File: config.mk
export PLATFORM = sky130hd
export DESIGN_NAME = oclib_reset_sequencer
export DESIGN_NICKNAME = d
export VERILOG_FILES = /design/src/rtl/oclib_pkg.sv /design/src/rtl/oclib_reset_pipe.sv /design/src/rtl/oclib_reset_sequencer.sv
export SDC_FILE = /design/constraint.sdc
export NUM_CORES = 1
export LEC_CHECK = 0
export CORE_MARGIN = 10
export CORE_UTILIZATION = 35
export CTS_CLUSTER_DIAMETER = 200
export CTS_CLUSTER_SIZE = 40
export DETAILED_ROUTE_END_ITERATION = 12
export REMOVE_ABC_BUFFERS = 1
export SLEW_MARGIN = 20
export SYNTH_ARGS = -nofsm -noshare
export SYNTH_HDL_FRONTEND = slang
export SYNTH_SLANG_ARGS = --single-unit
File: constraint.sdc
create_clock -name clock -period 4.5 [get_ports clock]
set_input_delay 0.9 -clock clock [delete_from_list [all_inputs] [get_ports clock]]
set_output_delay 0.9 -clock clock [all_outputs]
set_load 0.01 [all_outputs]
File: src/rtl/oclib_pkg.sv
// Shared oclib types and helpers.
package oclib_pkg;

  typedef enum logic [1:0] {
    ASSERT,
    STRETCH,
    RELEASE,
    DONE
  } oclib_reset_seq_state_e;

  function automatic int unsigned oclib_max(input int unsigned a, input int unsigned b);
    return (a > b) ? a : b;
  endfunction

endpackage

File: src/rtl/oclib_reset_pipe.sv
// Length-stage reset pipeline, async reset to ResetValue; a wire when Length is 0.
module oclib_reset_pipe #(
  parameter int unsigned Length     = 1,
  parameter bit          ResetValue = 1'b0
) (
  input  logic clock_i,
  input  logic reset_i,
  input  logic d_i,
  output logic q_o
);

  if (Length == 0) begin : g_bypass
    logic unused_clk_rst;
    assign unused_clk_rst = clock_i ^ reset_i;
    assign q_o            = d_i;
  end else begin : g_stages
    logic [Length-1:0] stage_q, stage_d;

    always_comb begin
      stage_d[0] = d_i;
      for (int i = 1; i < int'(Length); i++) begin
        stage_d[i] = stage_q[i-1];
      end
    end

    always_ff @(posedge clock_i or posedge reset_i) begin
      if (reset_i) begin
        stage_q <= {Length{ResetValue}};
      end else begin
        stage_q <= stage_d;
      end
    end

    assign q_o = stage_q[Length-1];
  end

endmodule

File: src/rtl/oclib_reset_sequencer.sv
// Reset conditioner: synchronized release, stretch, then index-ordered release of out[].
// Optional OCLIB_RESET_SEQUENCER_HOLD_EN adds a 'hold' input that freezes sequencing.
module oclib_reset_sequencer
  import oclib_pkg::*;
#(
  parameter int unsigned NumOutputs    = 4,
  parameter int unsigned SyncCycles    = 3,
  parameter int unsigned StretchCycles = 16,
  parameter int unsigned StepCycles    = 8,
  parameter int unsigned ResetPipeline = 0,
  parameter int unsigned CounterWidth  = $clog2(oclib_max(StretchCycles, StepCycles)) + 1
) (
  input  logic                  clock,
  input  logic                  reset,
  input  logic                  softReset,
`ifdef OCLIB_RESET_SEQUENCER_HOLD_EN
  input  logic                  hold,
`endif
  output logic [NumOutputs-1:0] out,
  output logic                  done
);

  localparam int unsigned IdxWidth = (NumOutputs > 1) ? $clog2(NumOutputs) : 1;

  oclib_reset_seq_state_e  state_q, state_d;
  logic [CounterWidth-1:0] cnt_q, cnt_d;
  logic [IdxWidth-1:0]     idx_q, idx_d;
  logic [NumOutputs-1:0]   out_q, out_d;
  logic                    done_q, done_d;
  logic                    reset_sync;
  logic                    hold_active;

`ifdef OCLIB_RESET_SEQUENCER_HOLD_EN
  assign hold_active = hold;
`else
  assign hold_active = 1'b0;
`endif

  // Async-set chain: assertion is immediate, release lands on the SyncCycles-th edge.
  oclib_reset_pipe #(
    .Length    (SyncCycles),
    .ResetValue(1'b1)
  ) u_sync (
    .clock_i(clock),
    .reset_i(reset),
    .d_i    (1'b0),
    .q_o    (reset_sync)
  );

  always_comb begin
    state_d = state_q;
    cnt_d   = cnt_q;
    idx_d   = idx_q;
    out_d   = out_q;
    done_d  = done_q;

    if (softReset) begin
      state_d = ASSERT;
      cnt_d   = '0;
      idx_d   = '0;
      out_d   = '1;
      done_d  = 1'b0;
    end else begin
      case (state_q)
        ASSERT: begin
          cnt_d  = '0;
          idx_d  = '0;
          out_d  = '1;
          done_d = 1'b0;
          if (!reset_sync) state_d = STRETCH;
        end
        STRETCH: begin
          if (!hold_active) begin
            if (cnt_q == CounterWidth'(StretchCycles - 1)) begin
              out_d[0] = 1'b0;
              cnt_d    = '0;
              if (NumOutputs == 1) begin
                state_d = DONE;
                done_d  = 1'b1;
              end else begin
                state_d = RELEASE;
                idx_d   = IdxWidth'(1);
              end
            end else begin
              cnt_d = cnt_q + CounterWidth'(1);
            end
          end
        end
        RELEASE: begin
          if (!hold_active) begin
            if (cnt_q == CounterWidth'(StepCycles - 1)) begin
              for (int i = 0; i < int'(NumOutputs); i++) begin
                if (idx_q == IdxWidth'(i)) out_d[i] = 1'b0;
              end
              cnt_d = '0;
              if (idx_q == IdxWidth'(NumOutputs - 1)) begin
                state_d = DONE;
                done_d  = 1'b1;
              end else begin
                idx_d = idx_q + IdxWidth'(1);
              end
            end else begin
              cnt_d = cnt_q + CounterWidth'(1);
            end
          end
        end
        DONE: begin
        end
        default: begin
          state_d = ASSERT;
        end
      endcase
    end
  end

  always_ff @(posedge clock or posedge reset) begin
    if (reset) begin
      state_q <= ASSERT;
      cnt_q   <= '0;
      idx_q   <= '0;
      out_q   <= '1;
      done_q  <= 1'b0;
    end else begin
      state_q <= state_d;
      cnt_q   <= cnt_d;
      idx_q   <= idx_d;
      out_q   <= out_d;
      done_q  <= done_d;
    end
  end

  for (genvar g = 0; g < int'(NumOutputs); g++) begin : g_out_pipe
    oclib_reset_pipe #(
      .Length    (ResetPipeline),
      .ResetValue(1'b1)
    ) u_out_pipe (
      .clock_i(clock),
      .reset_i(reset),
      .d_i    (out_q[g]),
      .q_o    (out[g])
    );
  end

  oclib_reset_pipe #(
    .Length    (ResetPipeline),
    .ResetValue(1'b0)
  ) u_done_pipe (
    .clock_i(clock),
    .reset_i(reset),
    .d_i    (done_q),
    .q_o    (done)
  );

endmodule

==> flow_metrics.tcl <==
set metrics [dict create \
    power_leakage_nw 0.454 \
    io_buffers 7 \
    synth_flop_cell "dfrtp_1" \
    setup_slack_ns 2.20 \
    intPower_uw 281 \
    fin_util 0.400 \
    crit_type "in -> reg" \
    layout-drive-gt1-share 0.196 \
    synth-seq-cells 17 \
    grt_first_pass_wirelength_um 3080 \
    cts_made_buffers 3 \
    synth_top_area_frac 0.245 \
    end_kind "flip-flop" \
    fillers 281 \
    routed_wl_um 1780 \
    clock-sinks 17 \
    grt_max_degree 18 \
    die_area_sq_um 5480 \
    layout.nets 111 \
    power.density_nw_per_um2 400 \
    maxSlewViolCount 0 \
    synth.top_cells.by_count "11 x inv_1, 10 x dfrtp_1, 10 x ha_1, 7 x dfstp_2, 6 x nand2_1" \
    rsz0062_at_grt "false" \
    peakVddDrop_uv 230 \
    clkLatencyLatePin_ns 0.29 \
    drtAntennaViolNets 0 \
    drt_iter0_drc 17 \
    hold_viol 0 \
    clockPowerShare 0.184 \
    syn-cell-area_sq_um 1020 \
    place_ws_ns 1.93 \
    grt_pass1_vias 711 \
    worstMarginPinSlew_ns 0.636 \
    core_area_sq_um 2780 \
    finalNonFillerCells 128 \
    cts_tree "done" \
    syn_inst 92 \
    initial_utilization 0.368 \
    grt_usage 0.0713 \
    dpl.cell_count 124 \
    crit_arrival_ns 2.48 \
    yosysMostFrequentCell "inv_1" \
    area_growth_pct 8.81 \
    ys_warn_count 0 \
    cp_data_required_time_ns 4.68 \
    worstPathMaxFanout 6 \
    critPathLaunchType "input pin" \
    max-cap-violations 0 \
    finClkSkew_ns 0.00233 \
    avgSynthCellArea_sq_um 11.1 \
    fmax_mhz 436 \
    synth-seq-area-share 0.425 \
    ios 8 \
    setup_viol 0 \
    clkTransAtPathRegs_ns 0.09 \
    gr-total-overflow 0 \
    hpwl_um 1340 \
    totalPowerFinal_uw 445 \
    clockBufferDepth 2 \
    cts_setup_buffers 0 \
    die_x_um 74.0 \
    min_period_over_period 0.510 \
    antenna_cells 0 \
    status "finished, final reports clean" \
    detail_route.vias_per_cell 5.20 \
    htree_num_levels 1 \
    dieHeight_um 74.0 \
    p_sw_uw 164 \
    path_cells "clkdlybuf4s50_1, nor2b_1, a221oi_4, o21ai_2, mux2_4" \
    cts_resized 0 \
    ctsHoldBuffers 0 \
    yosysUniqueCellTypes 35 \
    synth_edf_count 0 \
    pwr-share-seq 0.416 \
    swShare 0.369 \
    combinationalPowerShare 0.400 \
    firstDrtPassIters 4 \
    antenna_found_initial 0 \
    hold_path.class "reg -> reg" \
    cts_root_buf "clkbuf_4" \
    wire_per_inst_um 13.9 \
    period_needed_ns 2.30 \
    ff_latch_area_sq_um 434 \
    async_flop_share 1.00 \
    gp_congestion 0.714 \
    maxSlewHeadroom 0.576 \
    tns_ns 0 \
    rows 19 \
    multi_input_area_sq_um 502 \
    netlist_top_cells_area "dfrtp_1 24%, dfstp_2 18%, ha_1 12%, inv_1 4.0%, buf_4 2.9%" \
    cpMaxStageDelayCell "clkdlybuf4s50_1" \
    vias 665 \
    remaining_drc_errors 0 \
    yosysTopAreaCell "dfrtp_1" \
    slowest_delay_ns 0.61 \
]
-- registers in the layout, summed over array words and instances, names as in the netlist --
name / flops
idx_q: 2
u_sync.g_stages.stage_q: 3
state_q: 2
out_q: 4
done_q: 1
cnt_q: 5
-- cell type report --
| class | instances | share of cell area |
|---|---|---|
| Clock buffer | 4 | 0.0236 |
| Inverter | 11 | 0.0371 |
| Timing Repair Buffer | 7 | 0.0630 |
| Multi-Input combinational cell | 58 | 0.451 |
| Sequential cell | 17 | 0.390 |
| Tap cell | 31 | 0.0349 |
-- worst max-delay path: cells and delay by family --
family,cells,cell delay [ns]
simple gates,1,0.15
compound gates,2,0.51
buf+inv,1,0.61
mux,1,0.31
-- final timing paths --
check	cells past startpoint	end	start	slack, ns
worst max-delay path	5	idx_q[0]$_DFFE_PP0P_	softReset	2.20
worst min-delay path	0	u_sync.g_stages.stage_q[1]$_DFF_PP1_	u_sync.g_stages.stage_q[0]$_DFF_PP1_	0.36
worst max register to register	8	idx_q[0]$_DFFE_PP0P_	cnt_q[0]$_DFFE_PP0P_	2.44
worst min register to register	0	u_sync.g_stages.stage_q[1]$_DFF_PP1_	u_sync.g_stages.stage_q[0]$_DFF_PP1_	0.36
max in group asynchronous	2	idx_q[0]$_DFFE_PP0P_	reset	3.11
min in group asynchronous	2	state_q[0]$_DFFE_PP0P_	reset	0.98
-- layout by cell type, fill, tap and decap left out, drive strengths merged --
master,count
mux2,3
a2111oi,1
o21a,1
a21oi,4
o21ai,5
conb,1
nor2b,2
a221oi,1
nand2,6
dfstp,7
a32o,1
o22ai,1
nor2,3
nor4,1
nand2b,3
a21o,3
and2,1
o32ai,1
a22o,1
ha,10
clkdlybuf4s50,7
clkbuf,4
a22oi,1
a2bb2oi,1
o41ai,1
a211oi,1
nand3,2
a221o,1
nand4bb,1
inv,11
dfrtp,10
and3,1
-- per-layer routing --
| layer | wire length, um | vias up | global-route usage | share of wire |
|---|---|---|---|---|
| li1 | - | 327 | - | - |
| met1 | 824 | 326 | 0.0860 | 0.46 |
| met2 | 880 | 7 | 0.116 | 0.49 |
| met3 | 28 | 5 | 0.0120 | 0.016 |
| met4 | 47 | 0 | 0.0435 | 0.026 |
| met5 | 0 | - | 0 | 0 |
-- cell families (layout without fill, tap and decap cells) --
kind of cell    after synthesis  in the layout  share of synthesized area
fa+ha+maj                    10             10                      0.122
mux                           3              3                     0.0404
other cells                   1              1                    0.00367
flops                        17             17                      0.425
compound gates               24             24                      0.190
simple gates                 20             20                      0.135
buf+inv                      17             22                     0.0845
-- power by group through the flow --
stage | registers [mW] | logic, mW | clock network [mW]
floorplan | 0.187 | 0.138 | 0
global placement | 0.189 | 0.176 | 0
detailed placement | 0.189 | 0.177 | 0
CTS | 0.186 | 0.178 | 0.0888
global route | 0.189 | 0.202 | 0.0896
finish | 0.185 | 0.178 | 0.0820
-- metrics by stage --
| stage | hold WS (ns) | instance area (sq um) |
|---|---|---|
| 2_1_floorplan | 0.345 | 977 |
| 3_3_place_gp | 0.348 | 1090 |
| 3_5_place_dp | 0.348 | 1090 |
| 4_1_cts | 0.363 | 1110 |
| 5_1_grt | 0.364 | 1110 |
| 6_report | 0.363 | 1110 |
Note: power is estimated with default switching activity, not from simulation.
